$ cat src/rtl/memory_writeback_unit.sv
// Writeback stage: retires data-processing results and loads, waiting up to TIMEOUT cycles for load data.
// Optional macro WB_LOAD_BYPASS_EN lets a load commit straight away when its data arrives in the acceptance cycle.
module memory_writeback_unit #(
  parameter int TIMEOUT = 8
) (
  input  logic        clk,
  input  logic        rst_n,
  input  logic        valid_in,
  output logic        ready_out,
  input  logic [31:0] instr_in,
  input  logic [6:0]  pc_in,
  input  logic [31:0] alu_in,
  input  logic [31:0] mem_rdata,
  input  logic        mem_rvalid,
  output logic        w_en,
  output logic [3:0]  w_addr,
  output logic [31:0] w_data,
  output logic [6:0]  pc_out,
  output logic        retired,
  output logic        timeout_err
);

  typedef enum logic [1:0] {IDLE, WAIT_MEM, COMMIT} state_t;

  localparam logic [7:0] LAST_WAIT = 8'(TIMEOUT - 1);

  state_t      state, state_nxt;
  logic [7:0]  cnt, cnt_nxt;
  logic [3:0]  ld_rd, ld_rd_nxt;
  logic [6:0]  ld_pc, ld_pc_nxt;
  logic        ld_wr, ld_wr_nxt;
  logic        w_en_nxt, retired_nxt, timeout_nxt;
  logic [3:0]  w_addr_nxt;
  logic [31:0] w_data_nxt;
  logic [6:0]  pc_out_nxt;

  logic accept, cond_nv, is_load, dp_wr, bypass;
  logic [3:0] rd;

  assign ready_out = (state != WAIT_MEM);
  assign accept    = valid_in && ready_out;
  assign cond_nv   = (instr_in[31:28] == 4'hF);
  assign rd        = instr_in[15:12];
  assign is_load   = (instr_in[27:26] == 2'b01) && instr_in[20];
  // Compare/test ops (opcode 10xx with S set) update flags only.
  assign dp_wr     = (instr_in[27:26] == 2'b00) && !((instr_in[24:23] == 2'b10) && instr_in[20]) && !cond_nv;

`ifdef WB_LOAD_BYPASS_EN
  assign bypass = mem_rvalid;
`else
  assign bypass = 1'b0;
`endif

  logic unused_instr;
  assign unused_instr = &{1'b0, instr_in[25], instr_in[22:21], instr_in[19:16], instr_in[11:0]};

  always_comb begin
    state_nxt   = state;
    cnt_nxt     = cnt;
    ld_rd_nxt   = ld_rd;
    ld_pc_nxt   = ld_pc;
    ld_wr_nxt   = ld_wr;
    w_en_nxt    = 1'b0;
    retired_nxt = 1'b0;
    timeout_nxt = 1'b0;
    w_addr_nxt  = w_addr;
    w_data_nxt  = w_data;
    pc_out_nxt  = pc_out;
    case (state)
      WAIT_MEM: begin
        if (mem_rvalid) begin
          state_nxt   = COMMIT;
          retired_nxt = 1'b1;
          pc_out_nxt  = ld_pc;
          w_en_nxt    = ld_wr;
          if (ld_wr) begin
            w_addr_nxt = ld_rd;
            w_data_nxt = mem_rdata;
          end
        end else if (cnt == LAST_WAIT) begin
          state_nxt   = COMMIT;
          retired_nxt = 1'b1;
          timeout_nxt = 1'b1;
          pc_out_nxt  = ld_pc;
        end else begin
          cnt_nxt = cnt + 8'd1;
        end
      end
      default: begin
        if (!accept) begin
          state_nxt = IDLE;
        end else if (is_load && !bypass) begin
          state_nxt = WAIT_MEM;
          cnt_nxt   = 8'd0;
          ld_rd_nxt = rd;
          ld_pc_nxt = pc_in;
          ld_wr_nxt = !cond_nv;
        end else begin
          // Non-load, or a load whose data is already on the bus.
          state_nxt   = COMMIT;
          retired_nxt = 1'b1;
          pc_out_nxt  = pc_in;
          w_en_nxt    = is_load ? !cond_nv : dp_wr;
          if (w_en_nxt) begin
            w_addr_nxt = rd;
            w_data_nxt = is_load ? mem_rdata : alu_in;
          end
        end
      end
    endcase
  end

  always_ff @(posedge clk or negedge rst_n) begin
    if (!rst_n) begin
      state       <= IDLE;
      cnt         <= 8'd0;
      ld_rd       <= 4'd0;
      ld_pc       <= 7'd0;
      ld_wr       <= 1'b0;
      w_en        <= 1'b0;
      retired     <= 1'b0;
      timeout_err <= 1'b0;
      w_addr      <= 4'd0;
      w_data      <= 32'd0;
      pc_out      <= 7'd0;
    end else begin
      state       <= state_nxt;
      cnt         <= cnt_nxt;
      ld_rd       <= ld_rd_nxt;
      ld_pc       <= ld_pc_nxt;
      ld_wr       <= ld_wr_nxt;
      w_en        <= w_en_nxt;
      retired     <= retired_nxt;
      timeout_err <= timeout_nxt;
      w_addr      <= w_addr_nxt;
      w_data      <= w_data_nxt;
      pc_out      <= pc_out_nxt;
    end
  end

endmodule

$ cat config.mk
export PLATFORM = sky130hd
export DESIGN_NAME = memory_writeback_unit
export DESIGN_NICKNAME = d
export VERILOG_FILES = /design/src/rtl/memory_writeback_unit.sv
export SDC_FILE = /design/constraint.sdc
export NUM_CORES = 1
export LEC_CHECK = 0
export CORE_MARGIN = 3
export CORE_UTILIZATION = 43
export DETAILED_ROUTE_END_ITERATION = 8
export PLACE_DENSITY = 0.85
export SLEW_MARGIN = 40
export SYNTH_ARGS = -nofsm -noshare
export SYNTH_HDL_FRONTEND = slang
export SYNTH_SLANG_ARGS = --single-unit
$ cat constraint.sdc
create_clock -name clk -period 5.9 [get_ports clk]
set_clock_uncertainty 0.2 [all_clocks]
set_input_delay 1.77 -clock clk [delete_from_list [all_inputs] [get_ports clk]]
set_output_delay 1.77 -clock clk [all_outputs]
set_load 0.01 [all_outputs]
# After elaboration in Yosys (flattened, before gate mapping)
# Cells that the tools add are included.
[op_classes]
mux = 39
reduce_logical = 15
add_sub_neg = 1
eq_ne = 12
bitwise = 1
[op_table]
columns = ["op", "n"]
rows = [
  ["2-to-1 mux 32 bit", 6],
  ["2-to-1 mux 8 bit", 5],
  ["2-to-1 mux 7 bit", 5],
  ["2-to-1 mux 4 bit", 6],
  ["2-to-1 mux 1 bit", 12],
  ["2-to-1 mux 2 bit", 5],
  ["adder 8 x 1 -> 8 bit (second input constant)", 1],
  ["== test 8 x 3 -> 1 bit (second input constant)", 1],
  ["!= test 2 bit (second input constant)", 4],
  ["AND reduction 3 bit", 2],
  ["nonzero test 2 bit", 3],
  ["logical AND 1 bit", 5],
  ["AND reduction 5 bit", 1],
  ["== test 2 x 1 -> 1 bit (second input constant)", 2],
  ["== test 4 bit (second input constant)", 1],
  ["!= test 2 x 1 -> 1 bit (second input constant)", 2],
  ["AND reduction 4 bit", 1],
  ["!= test 3 bit (second input constant)", 1],
  ["== test 2 bit (second input constant)", 1],
  ["logical NOT 1 bit", 2],
  ["logical NOT 2 bit", 1],
  ["inverter 1 bit", 1],
]
[totals]
register_bits = 68

# Depth between registers and ports, before layout
[depth]
word_depth = 10
depth_mapped = 7
ltp_nobuf = 5

# Least setup slack after synthesis
# OpenSTA, ideal clock, no wires.
[synth_timing]
path_kind = "input-to-reg"
startpoint = "input instr_in[31]"
endpoint = "register w_addr[0]"
arrival_ps = 2827
required_ps = 5577
path_slack_ps = 2750
setup_ps = 123
stages = 6
path_cell_list = "nand4_1 > nand3_1 > or2_2 > buf_2 > buf_2 > o221a_2"
[synth_between]
elab_chain_len = 6
[synth_rtl]
columns = ["item", "line", "rtl"]
rows = [
  ["from (decl)", "10", "input logic [31:0] instr_in,"],
  ["== test 4 bit *", "42", "assign cond_nv = (instr_in[31:28] == 4'hF);"],
  ["logical NOT 1 bit *", "46, 103", ""],
  ["logical AND 1 bit", "46", "assign dp_wr = (instr_in[27:26] == 2'b00) && !((instr_in[24:23] == 2'b10) && instr_in[20]) && !cond_nv;"],
  ["2-to-1 mux 1 bit *", "103", "w_en_nxt = is_load ? !cond_nv : dp_wr;"],
  ["nonzero test 2 bit (no source line) *", "--", ""],
  ["AND reduction 5 bit (no source line) *", "--", ""],
  ["to (signal assigned)", "135", "w_addr <= w_addr_nxt;"],
  ["to (decl)", "16", "output logic [3:0] w_addr,"],
]
# Mark *: on every way between the ends. The rest lies on a longest branch, timed or not.
# A chain may end at the register's enable or synchronous reset.

# Worst setup path after layout
[layout_timing]
startpoint = "input mem_rvalid"
endpoint = "register w_data[4]"
[layout_between]
elab_chain_len = 2
[layout_rtl]
columns = ["item", "line", "rtl"]
rows = [
  ["from (decl)", "14", "input logic mem_rvalid,"],
  ["!= test 2 bit (no source line)", "--", ""],
  ["AND reduction 5 bit (no source line)", "--", ""],
  ["to (signal assigned)", "136", "w_data <= w_data_nxt;"],
  ["to (decl)", "17", "output logic [31:0] w_data,"],
]
# Every way passes these cells.

==> flow_summary.ini <==
[synth]
synth_area_um2 = 3040
synth.area.top_cells = dfrtp_1 56%, o221a_2 13%, or2_2 7.8%, nand2_1 5.2%, o21ai_2 2.3%
ys.flop_type = dfrtp_1
synth_edf_count = 0
synth_top_area_cell = dfrtp_1
synth.avg_cell_area_um2 = 11.5
netlist_instances = 265
syn_nets = 373
yosys-top-cells-count = 68 x dfrtp_1, 42 x nand2_1, 38 x or2_2
synth_top_area_share = 0.559
yosysSeqAreaShare = 0.559
ys_seq_elements = 68
synth.distinct_cells = 35
yosysMostFrequentCell = dfrtp_1
ys_warn_count = 0
async_flop_share = 1.00

[detailed_routing]
vias = 2579
drc = 0
wire_per_inst_um = 16.9
vias_per_cell = 5.18
drt_iter0_markers = 100
antenna_left = 0
drt-pass1-iter-count = 6
drt_wl_total_mm = 8.43

[timing]
max_freq_mhz = 260
holdWs_ns = 0.278
tns_ns = 0
tightest_slew_ns = 0.752
rsz0062_at_grt = false
finalHoldViolCount = 0
maxSlewHeadroom = 0.498
drv_slew = 0
min_period_ns = 3.85
setup_viol = 0
timing.final.crit_share = 0.653

[final_layout]
drive_gt1_frac = 0.259
layoutNonFillerInstCount = 498
syn2layout_area_growth_pct = 53.1
multi_input_area_um2 = 1230
final_area_um2 = 4660
seqCellArea_um2 = 1700
diodes = 0
nFillCells = 547
nets = 505

[power_and_ir_drop]
pwr-share-clk = 0.304
p_switching_mw = 0.354
internal-power_mw = 1.03
ir_drop_mv = 0.144
pwr-share-comb = 0.264
leakage_nw = 1.92
switching_share = 0.255
power.density_nw_per_um2 = 298
p_seq_frac = 0.432
finalPower_mw = 1.39

[cts]
cts_root_buf = clkbuf_8
post_cts_resize_count = 0
clk_latency_ns = 0.33
cts_hold_buffers = 0
cts_setup_buffers = 0
clockBufferDepth = 2
h-tree-depth = 3
cts.sinks = 68
tritoncts = done
cts_buffers = 9
clkTransAtPathRegs_ns = 0.07

[grt]
grt_pass1_wl_mm = 13.9
grt_util_all_layers = 0.214
antenna_found_initial = 0
grt_overflow = 0
grt_max_degree = 38
grt_pass1_vias = 2718

[floorplanning]
io_pins = 154
core-area_um2 = 6830
initial_utilization = 0.445
die_width_um = 90.1
rows = 30
dieArea_um2 = 8120
fp.dieH_um = 90.1

[placement]
place_area_um2 = 4440
globalplace.congestion = 0.823
hpwlAfterDp_mm = 6.04
io_buffers = 134
dp.cells = 482

[setup_path]
arrival_ns = 3.87
critPathMaxStageDelay_ns = 0.63
cp-start-kind = primary input
cp_max_fo = 20
critPathCaptureType = flip-flop
critPathKind = primary input to flip-flop
rrSetupSlack_ns = 3.58
crit_path_top_delay_cell = nand4b_1
crit_chain = clkdlybuf4s50_1 -> nand4b_1 -> buf_4 -> or2_2 -> o221a_2
cp_data_required_time_ns = 5.91

[flow_run]
drv_cap = 0

[run_status]
status = finished, final reports clean

[hold_path]
hold_path_class = flip-flop to flip-flop
## registers in the layout (all words and copies together) (netlist names)
name / flops
pc_out: 7
w_data: 32
timeout_err: 1
ld_pc: 7
w_en: 1
ld_rd: 4
ld_wr: 1
state: 2
cnt: 8
w_addr: 4
retired: 1
## area by class of cell
class	instances	share of cell area
multi-input cells	174	0.265
flip-flops and latches	68	0.365
clock inverters	4	0.0156
well taps	96	0.0258
clock buffers	12	0.0311
inverters	7	0.00564
repair buffers	137	0.292
## cells in the final DEF (no fill, tap or decap), drive strengths merged, types with 2 or more instances in the layout
| cell | instances |
|---|---|
| xnor2 | 2 |
| a22oi | 7 |
| inv | 7 |
| nand3 | 5 |
| and3 | 4 |
| clkdlybuf4s50 | 133 |
| bufinv | 2 |
| or2 | 39 |
| dfrtp | 68 |
| clkbuf | 12 |
| o221a | 36 |
| buf | 4 |
| and3b | 2 |
| nand2 | 42 |
| nor2 | 5 |
| nand4 | 4 |
| xor2 | 2 |
| o21ai | 11 |
## through the flow
step                setup slack, ns  utilization
detailed placement             1.62        0.650
global route                   1.88        0.682
CTS                            1.99        0.682
floorplan                      2.75            -
finish                         2.05        0.682
global placement               1.67        0.650
## cell families (layout without fill, tap and decap cells)
| group | Yosys count | count (layout) | synth area share |
|---|---|---|---|
| adder cells (fa/ha/maj) | 1 | 1 | 0.00411 |
| AO/OA/AOI/OAI | 57 | 57 | 0.192 |
| flip-flops | 68 | 68 | 0.559 |
| buffers and inverters | 23 | 160 | 0.0350 |
| multiplexers | 1 | 1 | 0.00329 |
| XOR/XNOR | 4 | 4 | 0.0115 |
| AND/OR/NAND/NOR | 111 | 111 | 0.194 |
## layer usage
metal | global-route usage | share of wire | routed length, um | vias to the layer above
li1 | - | - | - | 1224
met1 | 0.291 | 0.45 | 3810 | 1250
met2 | 0.340 | 0.48 | 4010 | 100
met3 | 0.0552 | 0.065 | 546 | 5
met4 | 0.0574 | 0.0070 | 59 | 0
met5 | 0 | 0 | 0 | -
## power groups by stage
stage / clock [mW] / combinational (mW) / sequential, mW
after floorplan: 0 / 0.108 / 0.635
after global placement: 0 / 0.362 / 0.603
after detailed placement: 0 / 0.369 / 0.609
after CTS: 0.433 / 0.371 / 0.600
after global routing: 0.450 / 0.392 / 0.611
final: 0.422 / 0.366 / 0.600
## critical path: cells and delay by family
family          cells  cell delay (ns)
simple gates        2             0.92
compound gates      1             0.13
buf+inv             2             1.03
## path summary, 6_finish.rpt
kind / startpoint / end / cells after the start
worst max-delay path: mem_rvalid / w_data[4] / 5
worst min-delay path: ld_rd[0] / ld_rd[0] / 2
worst max register to register: cnt[4] / pc_out[1] / 4
worst min register to register: ld_rd[0] / ld_rd[0] / 2
max in group asynchronous: rst_n / w_data[1] / 2
min in group asynchronous: rst_n / w_en / 1
(Power assumes the default switching activity.)
